## src/rtl/fifo_uart_tx_if.sv

```systemverilog
// fifo_uart_tx_if: read-side port bundle between the async FIFO and its UART drain stage.
// read_en pops one byte, fifo_data is valid the following cycle, mem_empty gates popping.
interface fifo_uart_tx_if;
    logic       read_en;
    logic       mem_empty;
    logic [7:0] fifo_data;

    modport master (output read_en, input mem_empty, input fifo_data);
    modport slave  (input read_en, output mem_empty, output fifo_data);
endinterface

```

## src/rtl/fifo_uart_tx.sv

```systemverilog
// fifo_uart_tx: pops bytes from the async FIFO read side and sends them as UART frames, LSB first (8N1; 8E1 with FIFO_UART_PARITY_EN).
// Latency: start bit falls 2 read_clk cycles after the read_en pulse; frame is 10 (11 with parity) * CLKS_PER_BIT cycles.
// Backpressure: pops only in IDLE or on the last STOP cycle with tx_en=1 and FIFO non-empty; one pop per frame.
module fifo_uart_tx #(
    parameter int CLKS_PER_BIT = 16
) (
    input  logic           read_clk,
    input  logic           reset,
    input  logic           tx_en,
    fifo_uart_tx_if.master fifo,
    output logic           tx,
    output logic           busy
);
    localparam int            CW       = $clog2(CLKS_PER_BIT);
    localparam logic [CW-1:0] BAUD_MAX = CW'(CLKS_PER_BIT - 1);

    typedef enum logic [2:0] {
        S_IDLE,
        S_REQ,
        S_LOAD,
        S_START,
        S_DATA,
`ifdef FIFO_UART_PARITY_EN
        S_PARITY,
`endif
        S_STOP
    } state_t;

    state_t        state, state_n;
    logic [CW-1:0] baud_cnt, baud_n;
    logic [2:0]    bit_cnt, bit_n;
    logic [7:0]    shift, shift_n;
    logic          baud_end;
    logic          tx_n;
`ifdef FIFO_UART_PARITY_EN
    logic          parity_q, parity_n;
`endif

    always_ff @(posedge read_clk or negedge reset) begin
        if (!reset) begin
            state        <= S_IDLE;
            baud_cnt     <= '0;
            bit_cnt      <= '0;
            shift        <= '0;
            tx           <= 1'b1;
            fifo.read_en <= 1'b0;
            busy         <= 1'b0;
        end else begin
            state        <= state_n;
            baud_cnt     <= baud_n;
            bit_cnt      <= bit_n;
            shift        <= shift_n;
            tx           <= tx_n;
            fifo.read_en <= (state_n == S_REQ);
            busy         <= (state_n != S_IDLE);
        end
    end

`ifdef FIFO_UART_PARITY_EN
    always_ff @(posedge read_clk or negedge reset) begin
        if (!reset) parity_q <= 1'b0;
        else        parity_q <= parity_n;
    end
`endif

    always_comb begin
        state_n  = state;
        baud_n   = baud_cnt;
        bit_n    = bit_cnt;
        shift_n  = shift;
        baud_end = (baud_cnt == BAUD_MAX);
`ifdef FIFO_UART_PARITY_EN
        parity_n = parity_q;
`endif
        unique case (state)
            S_IDLE: begin
                if (tx_en && !fifo.mem_empty) state_n = S_REQ;
            end
            S_REQ: begin
                state_n = S_LOAD;
            end
            S_LOAD: begin
                shift_n = fifo.fifo_data;
`ifdef FIFO_UART_PARITY_EN
                parity_n = ^fifo.fifo_data;
`endif
                state_n = S_START;
            end
            S_START: begin
                baud_n = baud_end ? '0 : baud_cnt + CW'(1);
                if (baud_end) state_n = S_DATA;
            end
            S_DATA: begin
                baud_n = baud_end ? '0 : baud_cnt + CW'(1);
                if (baud_end) begin
                    shift_n = {1'b0, shift[7:1]};
                    bit_n   = bit_cnt + 3'd1;
                    if (bit_cnt == 3'd7) begin
`ifdef FIFO_UART_PARITY_EN
                        state_n = S_PARITY;
`else
                        state_n = S_STOP;
`endif
                    end
                end
            end
`ifdef FIFO_UART_PARITY_EN
            S_PARITY: begin
                baud_n = baud_end ? '0 : baud_cnt + CW'(1);
                if (baud_end) state_n = S_STOP;
            end
`endif
            S_STOP: begin
                baud_n = baud_end ? '0 : baud_cnt + CW'(1);
                // Back-to-back frames go straight to REQ, leaving REQ+LOAD as the idle-high gap.
                if (baud_end) state_n = (tx_en && !fifo.mem_empty) ? S_REQ : S_IDLE;
            end
            default: begin
                state_n = S_IDLE;
            end
        endcase
    end

    // Line level is decoded from the next state so tx is registered and aligned with state.
    always_comb begin
        tx_n = 1'b1;
        unique case (state_n)
            S_START:  tx_n = 1'b0;
            S_DATA:   tx_n = shift_n[0];
`ifdef FIFO_UART_PARITY_EN
            S_PARITY: tx_n = parity_n;
`endif
            default:  tx_n = 1'b1;
        endcase
    end
endmodule

```

## src/flat_wrapper.sv

```systemverilog
// flat-port wrapper written by rule: the top's interface ports become plain ports
module fifo_uart_tx_flat 
#(
    parameter int CLKS_PER_BIT = 16
)
  (read_clk, reset, tx_en, tx, busy, fifo_read_en, fifo_mem_empty, fifo_fifo_data);
  fifo_uart_tx_if fifo_i ();
  input  logic read_clk;
  input  logic reset;
  input  logic tx_en;
  output logic tx;
  output logic busy;
  output wire logic [$bits(fifo_i.read_en)-1:0] fifo_read_en;
  input wire logic [$bits(fifo_i.mem_empty)-1:0] fifo_mem_empty;
  input wire logic [$bits(fifo_i.fifo_data)-1:0] fifo_fifo_data;
  assign fifo_read_en = fifo_i.read_en;
  assign fifo_i.mem_empty = fifo_mem_empty;
  assign fifo_i.fifo_data = fifo_fifo_data;
  fifo_uart_tx #(.CLKS_PER_BIT(CLKS_PER_BIT)) u_core (.read_clk(read_clk), .reset(reset), .tx_en(tx_en), .fifo(fifo_i), .tx(tx), .busy(busy));
endmodule
```

## config.mk

```make
export PLATFORM = sky130hd
export DESIGN_NAME = fifo_uart_tx_flat
export DESIGN_NICKNAME = d
export VERILOG_FILES = /design/src/rtl/fifo_uart_tx_if.sv /design/src/rtl/fifo_uart_tx.sv /design/src/flat_wrapper.sv
export SDC_FILE = /design/constraint.sdc
export NUM_CORES = 1
export LEC_CHECK = 0
export CAP_MARGIN = 20
export CORE_ASPECT_RATIO = 0.9
export CORE_MARGIN = 4
export CORE_UTILIZATION = 45
export DETAILED_ROUTE_END_ITERATION = 8
export PLACE_DENSITY_LB_ADDON = 0.2
export RECOVER_POWER = 100
export SLEW_MARGIN = 5
export SYNTH_ARGS = -nofsm -noshare
export SYNTH_HDL_FRONTEND = slang
export SYNTH_SLANG_ARGS = --single-unit
```

## constraint.sdc

```tcl
create_clock -name read_clk -period 2.14 [get_ports read_clk]
set_clock_uncertainty 0.2 [all_clocks]
set_input_delay 0.428 -clock read_clk [delete_from_list [all_inputs] [get_ports read_clk]]
set_output_delay 0.428 -clock read_clk [all_outputs]
set_load 0.01 [all_outputs]
```

**Word-level counts from Yosys, hierarchy flattened**

Cells that the tools add are included.

- Add/sub/neg operators: 2
- Equality and inequality tests: 11
- Mux-type cells: 11
- Reduce and logical (&&, ||, !) cells: 8

Operator list:

| cell | count |
|---|---|
| 3-bit one-hot mux with 6 select lines | 1 |
| 8-bit one-hot mux with 2 select lines | 1 |
| 3-bit 2-to-1 mux | 5 |
| 3-bit == test, second input constant | 4 |
| 3-bit by 2-bit == test with 1-bit output, second input constant | 3 |
| 8-bit 2-to-1 mux | 1 |
| 3-bit by 1-bit == test with 1-bit output, second input constant | 2 |
| 4-bit by 1-bit adder with 4-bit output, second input constant | 1 |
| 4-bit == test, second input constant | 1 |
| 4-bit 2-to-1 mux | 1 |
| 2-bit AND reduction | 2 |
| 3-bit by 1-bit adder with 3-bit output, second input constant | 1 |
| 3-bit logical NOT | 1 |
| 3-bit nonzero test | 1 |
| 3-bit OR reduction | 1 |
| 2-bit by 1-bit != test with 1-bit output, second input constant | 1 |
| 1-bit one-hot mux with 2 select lines | 1 |
| 2-bit nonzero test | 1 |
| 1-bit logical AND | 1 |
| 1-bit logical NOT | 1 |
| 1-bit 2-to-1 mux | 1 |

- Register bits after elaboration: 21

**Logic depth before layout (Yosys ltp)**

Gate-level depths: netlist of run 1.

- Word-level depth: 7
- Depth in mapped cells: 6
- Gate-level depth less buffers: 5

**Worst setup path after synthesis of run 1**

No wires, ideal clock.

- Path kind: register to register
- Start: reg u_core.baud_cnt[0]
- End: reg u_core.shift[2]
- Library setup time: 0.126 ns
- Data arrival time: 1.478 ns
- Required time: 1.814 ns
- Setup slack: 0.336 ns
- Cell stages (with the launch flop): 7
- Cell sequence: dfrtp_1 ha_1 and3_1 buf_6 and2_1 buf_6 a221o_1

- Word-level cells in the longest chain between the ends: 3

RTL lines:

| item | RTL line | text |
|---|---|---|
| start, declared | fifo_uart_tx.sv:30 | `logic [CW-1:0] baud_cnt, baud_n;` |
| start signal, assigned | fifo_uart_tx.sv:50 | `baud_cnt <= baud_n;` |
| 4-bit == test | fifo_uart_tx.sv:71 | `baud_end = (baud_cnt == BAUD_MAX);` |
| 2-bit by 1-bit != test with 1-bit output (no source line) | -- |  |
| 2-bit AND reduction (no source line) | -- |  |
| end signal, assigned | fifo_uart_tx.sv:52 | `shift <= shift_n;` |
| end, declared | fifo_uart_tx.sv:32 | `logic [7:0] shift, shift_n;` |

Every way passes these cells.
A chain may end at the register's enable or synchronous reset.

**Worst setup path after layout of run 1**

- Start: reg u_core.tx
- End: out tx

RTL lines:

| item | RTL line | text |
|---|---|---|
| start, declared | fifo_uart_tx.sv:11 | `output logic tx,` |
| start signal, assigned | fifo_uart_tx.sv:53 | `tx <= tx_n;` |
| end, declared | flat_wrapper.sv:11 | `output logic tx;` |

No word-level cell between the ends.

==> results.tsv, run 1 <==
stage	metric	value	unit
clock_tree	post-CTS sizing	0	
finish	Diodes inserted	0	
worst_setup_path	CP delay by family, top	flip-flops	
logic_synthesis	syn nets	105	
finish	Area Growth Syn to Fin	15.4	%
grt	first-pass GRT wire length	3.35	mm
detailed_routing	Post-Route WL	1.94	mm
logic_synthesis	post-synthesis mux area share	5.05	%
sta	Rel. slew slack	25.9	%
worst_setup_path	critical path, cell by cell	clkdlybuf4s50_1	
floorplan	io pins	15	
finish	most frequent cells in the layout	dfrtp_1, clkdlybuf4s50_1, o21ai_0, and2_2, a221o_1	
finish	proportion of layout cells with a drive suffix above 1	17.6	%
clock_tree	Post-CTS Setup Bufs	0	
sta	final hold violations	0	
clock_tree	cts bufs inserted	3	
pwr	VDD IR-drop max	0.536	mV
pwr	Design Power	1.32	mW
floorplan	Die ar.	0.00327	sq mm
finish	layout net count	124	
min_path	Min-Delay Path Class	flop to flop	
sta	PnR worst setup slack	158	ps
worst_setup_path	Setup crit start kind	flop	
logic_synthesis	complex-gate fraction of the synthesized area	17.9	%
pwr	pwr dens	1050	mW/mm^2
sta	fmax	0.505	GHz
sta	unrepaired setup endpoints after global routing	false	
sta	Setup TNS Final	0	ps
job	max cap viols	0	
grt	initial antenna violation count	0	
clock_tree	Max clock buf depth	2	
detailed_routing	per-cell routed wire length	14.3	um
grt	GRT Total Usage	14.1	%
floorplan	Initial Utilization	48.6	%
clock_tree	Worst-path clk slew	110	ps
finish	Final Util	56.1	%
clock_tree	CTS tree	built	
floorplan	row cnt	16	
finish	commonest non-fill, non-tap cell in the layout	dfrtp_1	
detailed_routing	First DRT Iteration DRCs	18	
floorplan	die width	59.9	um
logic_synthesis	Post-Synth XOR/XNOR Area	1.61	%
worst_setup_path	required time worst endpoint	1510	ps
grt	largest net degree at the start of global routing	22	
worst_setup_path	kind of critical path	flop to primary output	
detailed_routing	Vias/cell	5.56	
clock_tree	clk sink count	21	
placed_design	Setup WS pre-CTS	271	ps
pwr	Gate power share	38.5	%
clock_tree	htree depth	1	
placed_design	area of placed instances	0.00125	sq mm
detailed_routing	drt first pass iters	4	
worst_setup_path	worst stage delay on the critical path	530	ps
run_status	status	completed	
logic_synthesis	Post-synth EDFFs	0	
logic_synthesis	async set-or-reset flop fraction in the synthesized netlist	100	%
worst_setup_path	slowest stage cell on the critical path	dfstp_2	
detailed_routing	drt drc	0	
sta	Worst Max-Slew Pin Slew	1110	ps
logic_synthesis	largest family of logic cells by synthesized area	simple AND/OR/NAND/NOR gates	
logic_synthesis	post-synthesis register bit count	21	
grt	gr ovfl total	0	
worst_setup_path	endpoint class of the critical path	primary output	
placed_design	PortBufs	14	
finish	post-route design area	0.00126	sq mm
logic_synthesis	sequential fraction of the synthesis area	48.3	%
logic_synthesis	Synth Area in Adders	3.44	%
pwr	Static Leak	0.543	nW
clock_tree	Root Buffer	clkbuf_4	
detailed_routing	vias after detailed routing	750	
floorplan	core area	0.00224	sq mm
logic_synthesis	Distinct cells, synth	40	
logic_synthesis	yosys warns	0	
clock_tree	CTS Hold Bufs	0	
placed_design	hpwl dp	1.49	mm
worst_setup_path	worst-path maximum fanout	1	
pwr	Clk pwr share	14.1	%
logic_synthesis	Syn Inst Count	90	
pwr	Psw	0.434	mW
pwr	internal power	0.891	mW
sta	setup violators final	0	
floorplan	Die Y	54.7	um
pwr	switch share	32.7	%
finish	# fillers	220	
grt	vias in the first global route	722	
sta	period utilisation layout	92.6	%
sta	final slew viol count	0	
clock_tree	worst-skew pair later-pin latency	300	ps
logic_synthesis	Post-Syn Area	0.00109	sq mm
sta	post-route minimum period	1980	ps
detailed_routing	antenna-violating nets left	0	
logic_synthesis	synthesized area per cell	12.1	sq um
worst_setup_path	Buf/Inv on CP	1	
logic_synthesis	simple logic cell fraction of the synthesized area	19.1	%
placed_design	last weighted congestion value of the routability-driven placer	0.738	
logic_synthesis	Main synth FF type	dfrtp_1	
pwr	sequential power share	47.4	%
worst_setup_path	Arrival @ worst endpoint	1350	ps
cell type report:
cell class	instances	area (sq um)	area share (%)
flip-flops and latches	21	527	41.9
well taps	27	33.8	2.69
inverters	1	3.75	0.299
multi-input cells	63	500	39.8
clock buffers	4	26.3	2.09
repair buffers	19	166	13.2
power by group through the flow:
stage	combinational (mW)	sequential [mW]	clock (mW)
after floorplan	0.410	0.621	0
after global placement	0.514	0.636	0
after detailed placement	0.531	0.641	0
after CTS	0.534	0.633	0.195
after global routing	0.572	0.646	0.218
final	0.511	0.628	0.187
final timing paths:
path / start / to / slack (ps) / cells after the start
setup / recovery: u_core.tx / tx / 160 / 1
hold / removal: u_core.bit_cnt[0] / u_core.bit_cnt[0] / 280 / 1
setup reg to reg: u_core.baud_cnt[0] / u_core.shift[6] / 200 / 5
hold reg to reg: u_core.bit_cnt[0] / u_core.bit_cnt[0] / 280 / 1
max in group asynchronous: reset / u_core.shift[6] / 440 / 2
min in group asynchronous: reset / u_core.fifo.read_en / 640 / 2
kinds of logic after synthesis:
| family | after synthesis |
|---|---|
| flops | 21 |
| compound gates | 25 |
| fa+ha+maj | 3 |
| xor+xnor | 2 |
| simple gates | 28 |
| buf+inv | 6 |
| mux | 5 |
synth_stat cells, types with 2 or more instances:
library cell  number  share of area (%)
and2_2             6                4.1
a221o_1            6                5.5
and2_1             3                1.7
o21ai_0            6                2.8
dfrtp_1           20                 46
buf_6              3                3.1
nand2_1            2               0.69
mux2_1             2                2.1
mux2_2             2                2.1
nand4_1            2                1.1
a21oi_1            3                1.4
and3b_2            2                1.8
nor3b_4            2                3.4
ha_1               3                3.4
nor2_1             3                1.0
stage by stage:
step                      std cells  hold WS (ps)
after global placement          131           268
after floorplan                  90         -67.6
after global routing            135           306
after detailed placement        131           269
final                           135           281
after CTS                       135           260
sequential cells by signal (all words and copies together) (netlist names):
register             flops
u_core.fifo.read_en      1
u_core.baud_cnt          4
u_core.busy              1
u_core.tx                1
u_core.bit_cnt           3
u_core.state             3
u_core.shift             8
per-layer routing:
| metal | vias to the layer above | wire, um | track usage, % |
|---|---|---|---|
| met4 | 0 | 10 | 2.21 |
| met5 | - | 0 | 0 |
| met1 | 363 | 892 | 17.3 |
| met3 | 2 | 100 | 4.95 |
| met2 | 13 | 934 | 24.3 |
| li1 | 372 | - | - |
Power figures use the tool's default switching activity.
==> inputs of run 2 (changes only) <==
- ABC_CLOCK_PERIOD_IN_PS: unset -> 2140
- PLACE_DENSITY: unset -> 0.77
- PLACE_DENSITY_LB_ADDON: 0.2 -> unset
==> results.tsv, run 2 (same netlist as run 1, synthesis figures left out) <==
stage	metric	value	unit	change
grt	first-pass GRT wire length	3.25	mm	was 3.35 mm
finish	most frequent cells in the layout	dfrtp_1, clkdlybuf4s50_1, o21ai_0, and2_2, a221o_1		unchanged
worst_setup_path	kind of critical path	flop to primary output		unchanged
min_path	hold wc startpoint	u_core.bit_cnt[0]		unchanged
pwr	Static Leak	0.566	nW	was 0.543 nW
worst_setup_path	endpoint class of the critical path	primary output		unchanged
clock_tree	Worst-path clk slew	120	ps	was 110 ps
worst_setup_path	Worst R2R End	u_core.shift[5]		was u_core.shift[6]
clock_tree	CTS Hold Bufs	0		unchanged
pwr	Design Power	1.33	mW	was 1.32 mW
placed_design	last weighted congestion value of the routability-driven placer	0.859		was 0.738
min_path	Min-Delay Path Class	flop to flop		unchanged
detailed_routing	drt first pass iters	4		unchanged
worst_setup_path	worst stage delay on the critical path	540	ps	was 530 ps
finish	biggest regs	u_core.shift (8), u_core.baud_cnt (4)		unchanged
worst_setup_path	required time worst endpoint	1510	ps	about the same
placed_design	hpwl dp	1.48	mm	was 1.49 mm
grt	largest net degree at the start of global routing	22		unchanged
finish	post-route design area	0.00126	sq mm	unchanged
pwr	Gate power share	37.3	%	was 38.5%
finish	Area Growth Syn to Fin	15.4	%	unchanged
detailed_routing	per-cell routed wire length	14.6	um	was 14.3 um
floorplan	Die ar.	0.00327	sq mm	unchanged
clock_tree	cts bufs inserted	3		unchanged
placed_design	area of placed instances	0.00125	sq mm	about the same
pwr	sequential power share	48.3	%	was 47.4%
worst_setup_path	critical path, cell by cell	clkdlybuf4s50_1		unchanged
floorplan	core area	0.00224	sq mm	unchanged
floorplan	io pins	15		unchanged
run_status	status	completed		unchanged
worst_setup_path	worst-path maximum fanout	1		unchanged
sta	fmax	0.500	GHz	was 0.505 GHz
job	max cap viols	0		unchanged
worst_setup_path	Arrival @ worst endpoint	1370	ps	was 1350 ps
detailed_routing	Vias/cell	5.60		was 5.56
detailed_routing	vias after detailed routing	750		unchanged
finish	commonest non-fill, non-tap cell in the layout	dfrtp_1		unchanged
min_path	number of stages on the worst hold path	1		unchanged
detailed_routing	drt drc	0		unchanged
worst_setup_path	Setup crit start kind	flop		unchanged
sta	setup violators final	0		unchanged
sta	final slew viol count	0		unchanged
finish	Reg with most FFs	u_core.shift		unchanged
placed_design	PortBufs	14		unchanged
detailed_routing	Post-Route WL	1.96	mm	was 1.94 mm
worst_setup_path	CP delay by family, top	flip-flops		unchanged
finish	Final Util	56.1	%	unchanged
min_path	Worst Hold Endpoint	u_core.bit_cnt[0]		unchanged
clock_tree	Post-CTS Setup Bufs	0		unchanged
worst_setup_path	RR Startpoint	u_core.baud_cnt[0]		unchanged
grt	initial antenna violation count	0		unchanged
grt	GRT Total Usage	14.0	%	was 14.1%
sta	post-route minimum period	2000	ps	was 1980 ps
floorplan	Initial Utilization	48.6	%	unchanged
floorplan	Die Y	54.7	um	unchanged
sta	Setup TNS Final	0	ps	unchanged
grt	gr ovfl total	0		unchanged
pwr	Psw	0.448	mW	was 0.434 mW
floorplan	die width	59.9	um	unchanged
clock_tree	post-CTS sizing	0		unchanged
clock_tree	worst-skew pair later-pin latency	320	ps	was 300 ps
finish	layout net count	123		was 124
worst_setup_path	worst reg2reg path depth	5		unchanged
pwr	internal power	0.885	mW	was 0.891 mW
sta	Rel. slew slack	26.6	%	was 25.9%
detailed_routing	First DRT Iteration DRCs	11		was 18
clock_tree	Max clock buf depth	2		unchanged
finish	Diodes inserted	0		unchanged
floorplan	row cnt	16		unchanged
worst_setup_path	slowest stage cell on the critical path	dfstp_2		unchanged
worst_setup_path	reg-to-reg slack, setup	210	ps	was 200 ps
finish	# fillers	196		was 220
sta	hold slack	288	ps	was 281 ps
detailed_routing	antenna-violating nets left	0		unchanged
clock_tree	CTS tree	built		unchanged
worst_setup_path	Buf/Inv on CP	1		unchanged
sta	unrepaired setup endpoints after global routing	false		unchanged
pwr	VDD IR-drop max	0.594	mV	was 0.536 mV
sta	Worst Max-Slew Pin Slew	1100	ps	was 1110 ps
clock_tree	htree depth	1		unchanged
pwr	Clk pwr share	14.4	%	was 14.1%
sta	final hold violations	0		unchanged
grt	vias in the first global route	750		was 722
pwr	pwr dens	1060	mW/mm^2	was 1050 mW/mm^2
finish	max reg flops	8		unchanged
finish	proportion of layout cells with a drive suffix above 1	18.7	%	was 17.6%
clock_tree	clk sink count	21		unchanged
sta	period utilisation layout	93.5	%	was 92.6%
clock_tree	Root Buffer	clkbuf_4		unchanged
pwr	switch share	33.6	%	was 32.7%
## run 2: changes by cell type in the layout (fill, tap and decap cells not counted), sizes merged
cell    delta
clkinv     +1
clkbuf     -2
## run 2: worst max-delay path by stage
stage                            start                end  slack (ps)  cells past startpoint
floorplan           u_core.baud_cnt[0]    u_core.shift[2]         340                      6
global placement       u_core.state[1]  u_core.bit_cnt[2]         290                      3
detailed placement     u_core.state[1]  u_core.bit_cnt[1]         240                      3
CTS                          u_core.tx                 tx         130                      1
global route                 u_core.tx                 tx          90                      1
finish                       u_core.tx                 tx         140                      1
## run 2: worst register-to-register path: cells and delay by family (launching register included)
kind	cells	cell delay, ps
flip-flops	1	410
buffers and inverters	1	160
adder cells (fa/ha/maj)	1	250
AND/OR/NAND/NOR	1	190
AO/OA/AOI/OAI	2	660
## run 2: metrics by stage
stage / std cells / setup WS, ps
finish: 134 / 138
CTS: 134 / 127
global placement: 130 / 287
floorplan: 90 / 336
global route: 134 / 88.4
detailed placement: 130 / 237
## run 2: area by class of cell
| class | instances | area, sq um | area share, % |
|---|---|---|---|
| Clock buffer | 3 | 22.5 | 1.79 |
| Clock inverter | 1 | 5.00 | 0.398 |
| Inverter | 1 | 3.75 | 0.299 |
| Multi-Input combinational cell | 63 | 503 | 40.0 |
| Sequential cell | 21 | 527 | 41.9 |
| Tap cell | 27 | 33.8 | 2.69 |
| Timing Repair Buffer | 18 | 163 | 12.9 |
## run 2: routing by layer
layer | track usage (%) | wire (um)
met3 | 4.48 | 58
met5 | 0 | 0
met2 | 21.2 | 896
met1 | 17.1 | 957
met4 | 8.86 | 44
## run 2: power by group through the flow
stage	clock [mW]	combinational [mW]	sequential, mW
floorplan	0	0.410	0.621
global placement	0	0.493	0.643
detailed placement	0	0.509	0.652
CTS	0.198	0.513	0.643
global route	0.217	0.551	0.663
finish	0.192	0.498	0.643
==> inputs of run 3 (changes only) <==
- ABC_AREA: unset -> 1
==> results.tsv, run 3 <==
stage	metric	value	unit	change
run_status	status	completed		unchanged
detailed_routing	drt first pass iters	4		unchanged
logic_synthesis	synthesized area per cell	9.00	sq um	was 12.1 sq um
detailed_routing	per-cell routed wire length	11.8	um	was 14.6 um
placed_design	hpwl dp	1.44	mm	was 1.48 mm
worst_setup_path	worst reg2reg path depth	3		was 5
sta	Setup TNS Final	0	ps	unchanged
sta	PnR worst setup slack	154	ps	was 138 ps
placed_design	Setup WS pre-CTS	418	ps	was 237 ps
clock_tree	Post-CTS Setup Bufs	0		unchanged
finish	proportion of layout cells with a drive suffix above 1	9.63	%	was 18.7%
finish	commonest non-fill, non-tap cell in the layout	nand2_1		was dfrtp_1
worst_setup_path	reg-to-reg slack, setup	240	ps	was 210 ps
logic_synthesis	Synth area leaders	dfrtp_1, nand2_1, a22oi_1		was dfrtp_1, a221o_1, and2_2
clock_tree	Root Buffer	clkbuf_4		unchanged
logic_synthesis	sequential fraction of the synthesis area	49.6	%	was 48.3%
finish	Diodes inserted	0		unchanged
worst_setup_path	Critical Path Stages	1		unchanged
clock_tree	Worst-path clk slew	120	ps	about the same
logic_synthesis	yosys warns	0		unchanged
worst_setup_path	worst-path maximum fanout	1		unchanged
logic_synthesis	post-synthesis register bit count	21		unchanged
sta	Rel. slew slack	54.4	%	was 26.6%
job	max cap viols	0		unchanged
detailed_routing	First DRT Iteration DRCs	13		was 11
sta	Worst Max-Slew Pin Slew	685	ps	was 1100 ps
logic_synthesis	Distinct cells, synth	23		was 40
logic_synthesis	dominant cell type by area after synthesis	dfrtp_1		unchanged
finish	biggest regs	u_core.shift (8), u_core.baud_cnt (4)		unchanged
logic_synthesis	Main synth FF type	dfrtp_1		unchanged
worst_setup_path	Buf/Inv on CP	1		unchanged
sta	final hold violations	0		unchanged
floorplan	Initial Utilization	47.8	%	was 48.6%
grt	first-pass GRT wire length	3.19	mm	was 3.25 mm
detailed_routing	vias after detailed routing	809		was 750
logic_synthesis	most common cell in the netlist	nand2_1		was dfrtp_1
pwr	pwr dens	526	mW/mm^2	was 1060 mW/mm^2
sta	post-route minimum period	1990	ps	was 2000 ps
floorplan	Die ar.	0.00320	sq mm	was 0.00327 sq mm
worst_setup_path	slowest stage cell on the critical path	dfstp_2		unchanged
floorplan	die width	59.2	um	was 59.9 um
logic_synthesis	Post-Syn Area	0.00106	sq mm	was 0.00109 sq mm
clock_tree	clk sink count	21		unchanged
floorplan	io pins	15		unchanged
finish	most frequent cells in the layout	nand2_1, dfrtp_1, inv_1, clkdlybuf4s50_1		was dfrtp_1, clkdlybuf4s50_1, o21ai_0, and2_2, a221o_1
grt	largest net degree at the start of global routing	14		was 22
clock_tree	Max clock buf depth	2		unchanged
floorplan	core area	0.00222	sq mm	was 0.00224 sq mm
pwr	Static Leak	0.641	nW	was 0.566 nW
logic_synthesis	most instantiated cells after synthesis	nand2_1, dfrtp_1, inv_1		was dfrtp_1, a221o_1, and2_2, o21ai_0
detailed_routing	Post-Route WL	1.91	mm	was 1.96 mm
logic_synthesis	syn nets	133		was 105
sta	unrepaired setup endpoints after global routing	false		unchanged
placed_design	area of placed instances	0.00122	sq mm	was 0.00125 sq mm
grt	GRT Total Usage	13.7	%	was 14.0%
finish	max reg flops	8		unchanged
grt	vias in the first global route	760		was 750
floorplan	row cnt	16		unchanged
sta	final slew viol count	0		unchanged
clock_tree	post-CTS sizing	0		unchanged
pwr	VDD IR-drop max	0.360	mV	was 0.594 mV
sta	setup violators final	0		unchanged
finish	layout net count	151		was 123
floorplan	Die Y	54.1	um	was 54.7 um
clock_tree	CTS tree	built		unchanged
logic_synthesis	Post-synth EDFFs	0		unchanged
logic_synthesis	post-synth top area share	47.1	%	was 45.9%
clock_tree	worst-skew pair later-pin latency	310	ps	was 320 ps
clock_tree	htree depth	1		unchanged
grt	initial antenna violation count	0		unchanged
worst_setup_path	required time worst endpoint	1510	ps	about the same
worst_setup_path	CP delay by family, top	flip-flops		unchanged
placed_design	PortBufs	14		unchanged
finish	post-route design area	0.00121	sq mm	was 0.00126 sq mm
finish	Reg with most FFs	u_core.shift		unchanged
logic_synthesis	async set-or-reset flop fraction in the synthesized netlist	100	%	unchanged
finish	# fillers	207		was 196
grt	gr ovfl total	0		unchanged
worst_setup_path	RR Startpoint	u_core.state[0]		was u_core.baud_cnt[0]
worst_setup_path	worst stage delay on the critical path	530	ps	was 540 ps
placed_design	last weighted congestion value of the routability-driven placer	0.780		was 0.859
worst_setup_path	Setup crit start kind	flop		unchanged
clock_tree	cts bufs inserted	3		unchanged
min_path	Min-Delay Path Class	input pin to async pin		was flop to flop
worst_setup_path	endpoint class of the critical path	primary output		unchanged
detailed_routing	Vias/cell	4.99		was 5.60
logic_synthesis	Syn Inst Count	118		was 90
worst_setup_path	Arrival @ worst endpoint	1360	ps	was 1370 ps
worst_setup_path	Setup crit start	u_core.tx		unchanged
finish	Area Growth Syn to Fin	14.4	%	was 15.4%
worst_setup_path	critical path, cell by cell	clkdlybuf4s50_1		unchanged
worst_setup_path	Worst R2R End	u_core.baud_cnt[1]		was u_core.shift[5]
clock_tree	CTS Hold Bufs	0		unchanged
detailed_routing	antenna-violating nets left	0		unchanged
sta	period utilisation layout	92.8	%	was 93.5%
sta	fmax	0.504	GHz	was 0.500 GHz
detailed_routing	drt drc	0		unchanged
worst_setup_path	kind of critical path	flop to primary output		unchanged
run 3: worst max path at each step:
stage / endpoint / slack [ps]
after global routing: u_core.baud_cnt[3] / 110
after floorplan: u_core.bit_cnt[2] / 660
after global placement: tx / 500
after detailed placement: u_core.shift[7] / 420
after CTS: tx / 130
final: tx / 150
run 3: area by class of cell:
cell class	count	area, sq um	share of cell area, %
inverters	13	48.8	4.02
flip-flops and latches	21	527	43.4
multi-input cells	82	435	35.8
repair buffers	15	144	11.8
clock buffers	4	26.3	2.16
well taps	27	33.8	2.78
run 3: kinds of logic after synthesis:
group	Yosys count	share of synthesized area, %
AND/OR/NAND/NOR	62	28.3
buffers and inverters	15	6.71
multiplexers	1	1.06
adder cells (fa/ha/maj)	3	3.53
XOR/XNOR	2	1.65
flip-flops	21	49.6
AO/OA/AOI/OAI	14	9.19
run 3: where the power goes:
group / total, mW / leakage (nW) / internal [mW] / switching [mW]
logic: 0.0405 / 0.386 / 0.0238 / 0.0167
clock network: 0.189 / 0.0150 / 0.0728 / 0.117
registers: 0.409 / 0.240 / 0.405 / 0.00377
run 3: per-layer routing:
layer	wire length [um]	global-route usage, %	vias up
li1	-	-	418
met1	878	16.4	371
met2	915	22.7	16
met3	95	5.04	4
met4	21	4.91	0
met5	0	0	-
run 3: through the flow:
step	util, %	hold slack, ps	cells	total power, mW
after floorplan	-	-67.6	118	0.425
after global placement	55.0	267	158	0.458
after detailed placement	55.0	269	158	0.459
after CTS	56.1	207	162	0.656
after global routing	54.7	279	162	0.675
final	54.7	265	162	0.639
